--- src/rtl/fetch_unit.sv ---
// Instruction-fetch stage: owns the PC, drives the synchronous imem address and
// queues returned words with their PCs in a 2-entry buffer feeding decode.
module fetch_unit #(
  parameter int unsigned           ADDR_W   = 12,
  parameter logic [ADDR_W-1:0]     RESET_PC = '0
) (
  input  logic              clock,
  input  logic              reset,
  output logic [ADDR_W-1:0] address_imem,
  input  logic [31:0]       q_imem,
  input  logic              redirect_valid,
  input  logic [ADDR_W-1:0] redirect_pc,
  output logic              instr_valid,
  input  logic              instr_ready,
  output logic [31:0]       instr,
  output logic [ADDR_W-1:0] instr_pc
);

  logic [ADDR_W-1:0] pc;
  logic              req_valid;
  logic [ADDR_W-1:0] req_pc;
  logic [1:0]        count;
  logic [31:0]       tail_instr;
  logic [ADDR_W-1:0] tail_pc;
  logic              pop;
  logic              push;
  logic              issue;
  logic [2:0]        occupancy;

  assign address_imem = redirect_valid ? redirect_pc : pc;
  assign instr_valid  = (count != 2'd0);
  assign pop          = instr_valid & instr_ready & ~redirect_valid;
  assign push         = req_valid & ~redirect_valid;

  // count + req_valid - pop <= 1, rearranged so nothing goes negative
  assign occupancy = {1'b0, count} + {2'b00, req_valid};
  assign issue     = redirect_valid | (occupancy <= (3'd1 + {2'b00, pop}));

  always_ff @(posedge clock or negedge reset) begin
    if (!reset) begin
      pc        <= RESET_PC;
      req_valid <= 1'b0;
      req_pc    <= '0;
    end else begin
      req_valid <= issue;
      if (issue) begin
        req_pc <= address_imem;
        pc     <= address_imem + ADDR_W'(1);
      end
    end
  end

  // Head entry doubles as the output registers; tail only holds the second word.
  always_ff @(posedge clock or negedge reset) begin
    if (!reset) begin
      count      <= 2'd0;
      instr      <= '0;
      instr_pc   <= '0;
      tail_instr <= '0;
      tail_pc    <= '0;
    end else if (redirect_valid) begin
      count <= 2'd0;
    end else begin
      unique case ({push, pop})
        2'b10: begin
          count <= count + 2'd1;
          if (count == 2'd0) begin
            instr    <= q_imem;
            instr_pc <= req_pc;
          end else begin
            tail_instr <= q_imem;
            tail_pc    <= req_pc;
          end
        end
        2'b01: begin
          count <= count - 2'd1;
          if (count == 2'd2) begin
            instr    <= tail_instr;
            instr_pc <= tail_pc;
          end
        end
        2'b11: begin
          if (count == 2'd2) begin
            instr      <= tail_instr;
            instr_pc   <= tail_pc;
            tail_instr <= q_imem;
            tail_pc    <= req_pc;
          end else begin
            instr    <= q_imem;
            instr_pc <= req_pc;
          end
        end
        default: ;
      endcase
    end
  end

endmodule
--- config.mk ---
export PLATFORM = sky130hd
export DESIGN_NAME = fetch_unit
export DESIGN_NICKNAME = d
export VERILOG_FILES = /design/src/rtl/fetch_unit.sv
export SDC_FILE = /design/constraint.sdc
export NUM_CORES = 1
export LEC_CHECK = 0
export ABC_AREA = 1
export CELL_PAD_IN_SITES_DETAIL_PLACEMENT = 1
export CELL_PAD_IN_SITES_GLOBAL_PLACEMENT = 2
export CORE_UTILIZATION = 33
export CTS_CLUSTER_SIZE = 8
export DETAILED_ROUTE_END_ITERATION = 6
export PLACE_DENSITY_LB_ADDON = 0.1
export RECOVER_POWER = 25
export SLEW_MARGIN = 40
export SYNTH_ARGS = -nofsm -noshare
export SYNTH_HDL_FRONTEND = slang
export SYNTH_SLANG_ARGS = --single-unit
--- constraint.sdc ---
create_clock -name clock -period 6.8 [get_ports clock]
set_input_delay 2.04 -clock clock [delete_from_list [all_inputs] [get_ports clock]]
set_output_delay 2.04 -clock clock [all_outputs]
set_load 0.005 [all_outputs]
# Word level (Yosys, flattened, before mapping)
# Index checks and enable logic that the tools add are counted.
# classes
add_sub_neg,5
n_lt_le_gt_ge,1
eq_ne,8
mux,17
bitwise_logic,5
n_reduce_logical,7
# op_table
operator,n
32-bit 2-to-1 mux,5
32-bit one-hot mux with 3 select lines,1
12-bit 2-to-1 mux,6
32-bit one-hot mux with 2 select lines,1
12-bit one-hot mux with 3 select lines,1
12-bit one-hot mux with 2 select lines,1
"12-bit by 1-bit adder with 12-bit output, second input constant",1
"2-bit != test, second input constant",4
4-bit AND reduction,2
"2-bit == test, second input constant",3
3-bit nonzero test,2
2-bit one-hot mux with 2 select lines,1
2-bit nonzero test,2
2-bit by 1-bit adder with 3-bit output,1
1-bit bitwise AND,3
3-bit by 2-bit <= comparator with 1-bit output,1
"1-bit by 1-bit adder with 2-bit output, first input constant",1
"2-bit by 1-bit adder with 2-bit output, second input constant",1
"2-bit by 1-bit == test with 1-bit output, second input constant",1
2-bit logical NOT,1
2-bit 2-to-1 mux,1
"2-bit by 1-bit subtractor with 2-bit output, second input constant",1
1-bit inverter,1
1-bit OR,1
# totals
regBits,115
input_bits,48
out_inout_bits,57

# Depth between registers and ports, before layout
# depth
word_depth,6
depth_mapped,11

# Worst setup path after synthesis
# No wires, ideal clock.
# synth_path
kind,input port to output port
startpoint,input port redirect_valid
endpoint,output port address_imem[5]
t_arrival_ps,2494
t_required_ps,4760
slack_ps,2266
stages,4
path_buffers,1
path_cell_list,inv_2 -> buf_6 -> nand2_1 -> nand2_1
# synth_between
elab_chain_len,1
# synth_rtl
item,line,text
from (decl),11,"input logic redirect_valid,"
12-bit 2-to-1 mux,30,assign address_imem = redirect_valid ? redirect_pc : pc;
to (decl),9,"output logic [ADDR_W-1:0] address_imem,"
# No other way between the ends.

# Final worst setup path
# layout_path
startpoint,input port redirect_valid
endpoint,output port address_imem[6]
# Same word-level chain as after synthesis.

==> results.cfg <==
[grt]
pin_count_of_the_biggest_net_entering_global_routing = 68
global_route.usage.total_pct = 18.62
globalRouteOverflowTotal = 0
first_global_vias = 4707
grt_first_pass_wirelength_um = 24010
antenna_found_initial = 0

[power_and_ir_drop]
p_int_mw = 2.167
comb_power_share_pct = 38.1
p_clk_share_pct = 26.5
power.share.switching_pct = 35.59
static-leakage-power_nw = 3.564
seqPwrFrac_pct = 35.4
ir_worst_vdd_mv = 0.2287
netSwitchingPower_mw = 1.197
fin_total_pwr_mw = 3.364
power_density_over_the_cells_mw_per_mm2 = 470.6

[floorplanning]
die-height_um = 129.3
floorplan.core_area_mm2 = 0.01583
initial_utilization_pct = 33.79
floorplan.io_pins = 105
die_area_mm2 = 0.01672
floorplan.rows = 46
die_w_um = 129.3

[worst_setup_path]
critical_path.reg2reg.endpoint = pc[7]
timing.critical_path.from = redirect_valid
timing.critical_path.required_ns = 4.76
timing.critical_path.fanout_max = 20
timing.setup.critical_path_class = primary input to primary output
worst_setup_path_endpoint = address_imem[6]
worstRegToRegCells = 12
endpoint_class_of_the_critical_path = primary output
r2r_slack_ns = 3.71
crit_path_start_kind = primary input
worst_ep_arrival_ns = 3.73
r2r-start = count[1]

[cells_and_area]
sequential_cell_area_mm2 = 0.002878
fin_area_mm2 = 0.007149
multi_input_area_mm2 = 0.002042
layout_commonest_cell = nand2_1
area.growth.synth_to_final_pct = 33.69
finish.utilization_pct = 45.17
antenna_cells = 0
finalNetCount = 795
post_route_cells_drive_above_1_share_pct = 6.755
instances_no_fill = 971
commonest_cells_after_routing_fill_and_taps_aside = nand2_1 (259), dfrtp_1 (115), clkdlybuf4s50_1 (103), inv_1 (61), o211ai_1 (44)
final.fill_count = 1846

[sta]
final.setup.worst_slack_ns = 1.033
setup_repair_after_global_routing_missed_its_margin = false
setup_tns_ns = 0
final.setup_skew_ns = 0.009644
maxSlewHeadroom_pct = -149.0
timing.final.crit_share_pct = 84.81
number_of_hold_violations_in_the_final_report = 0
layout_min_cycle_time_ns = 5.767
final.hold.worst_slack_ns = 0.4751
final-max-slew-violation-count = 117
worst_slew_pin_slew_ns = 3.735
maxClockFrequency_mhz = 173.4
final-setup-viol-count = 0

[synth]
synth.yosys.seq_area_share_pct = 53.81
yosys_warnings = 0
syn_nets = 696
synth_top_area_cell = dfrtp_1
syn_avg_cell_area_um2 = 8.317
synthCells = 643
synthDistinctLibCells = 30
synthesis.area_mm2 = 0.005348
synth_top_area_share_pct = 53.81
synth.ff_latch_count = 115
synthTopCellsByArea = dfrtp_1 (54%), nand2_1 (18%), o211ai_1 (6.2%)

[worst_hold_path]
min_path_type = register to register

[clocking]
clockRootBuffer = clkbuf_16
holdBufCountCts = 0
cts_setup_buffers = 0
numCtsBuffers = 17
cts_buffer_depth = 2
ctsResizeCount = 0
clk_latency_ns = 0.41
cts.clk_slew.worst_paths_ns = 0.05
h-tree-depth = 4
cts_tree = done
cts.sinks = 115

[run]
maxCapViolations = 2

[run_status]
failing_checks = capacitance limit, slew limit
outcome = finished, violations left

[detailed_routing]
via_count = 4585
dr_vias_cell = 4.722
post_dr_wirelength_cell_um = 14.84
drt_wl_total_um = 14410
antenna_viol_nets_final = 0
drt_first_pass_iters = 4
drt_drc_violations_left = 0
drt_first_iter_violations = 208

[placement]
place_hpwl_um = 9549
pre_cts_ws_ns = 1.047
gpl.final_weighted_congestion = 0.7852
port_buffers = 104
placed_area_mm2 = 0.006546
place_inst = 938
area by class of cell:
cell class	count	share of cell area, %
clock inverters	9	1.418
well taps	216	3.780
repair buffers	113	15.47
inverters	67	3.553
flip-flops and latches	115	40.25
multi-input cells	428	28.56
clock buffers	23	6.965
critical path: stages:
cell	delay, ns
clkdlybuf4s50_1	0.49
buf_4	0.25
nand2_1	0.08
o21ai_1	0.26
clkdlybuf4s50_1	0.59
routing by layer:
layer  up-vias  global-route usage (%)  part of all wire (%)
met4         0                   5.190                   1.1
li1       2260                       -                     -
met3        13                   4.666                   3.8
met1      2236                   23.62                    46
met5         -                       0                     0
met2        76                   31.50                    49
power groups by stage:
stage / sequential, mW / clock, mW / combinational, mW
2_1_floorplan: 1.18 / 0 / 0.746
3_3_place_gp: 1.19 / 0 / 1.26
3_5_place_dp: 1.20 / 0 / 1.30
4_1_cts: 1.19 / 0.915 / 1.31
5_1_grt: 1.23 / 0.942 / 1.46
6_report: 1.19 / 0.891 / 1.28
cells in the mapped netlist:
| library cell | number |
|---|---|
| nand2_1 | 259 |
| dfrtp_1 | 115 |
| inv_1 | 61 |
| o211ai_1 | 44 |
| o21ai_0 | 40 |
| o21ai_1 | 25 |
| nand3_1 | 20 |
| buf_2 | 14 |
| clkbuf_1 | 11 |
| nor2_1 | 11 |
| a21oi_1 | 8 |
| buf_6 | 5 |
| inv_2 | 5 |
| ha_1 | 4 |
| buf_4 | 3 |
| nor3_1 | 3 |
| o21a_1 | 2 |
| a22oi_4 | 1 |
| a31oi_2 | 1 |
| clkinv_1 | 1 |
| fa_1 | 1 |
| nand2_2 | 1 |
| nand2_4 | 1 |
| nand3_4 | 1 |
| nand4_1 | 1 |
| nor2_2 | 1 |
| o211ai_2 | 1 |
| o21bai_1 | 1 |
| xnor2_1 | 1 |
| xor2_1 | 1 |
registers in the layout, indices dropped and copies added, names as in the netlist:
signal      count
pc             12
tail_pc        12
instr          32
instr_pc       12
req_valid       1
req_pc         12
tail_instr     32
count           2
how the worst min path moves through the flow:
stage                start     endpoint  slack (ns)  cells past startpoint
2_1_floorplan        pc[1]        pc[1]        0.44                      2
3_3_place_gp         pc[1]        pc[1]        0.46                      2
3_5_place_dp     instr[13]    instr[13]        0.46                      2
4_1_cts          instr[13]    instr[13]        0.48                      2
5_1_grt          instr[13]    instr[13]        0.50                      2
6_report       instr_pc[1]  instr_pc[1]        0.48                      2
kinds of logic (layout without fill, tap and decap cells):
family	Yosys count	count (layout)	share of synthesized area, %
buffers and inverters	100	212	8.259
AND/OR/NAND/NOR	298	298	21.99
flip-flops	115	115	53.81
adder cells (fa/ha/maj)	5	5	1.310
XOR/XNOR	2	2	0.3276
AO/OA/AOI/OAI	123	123	14.30
(Power assumes the default switching activity.)
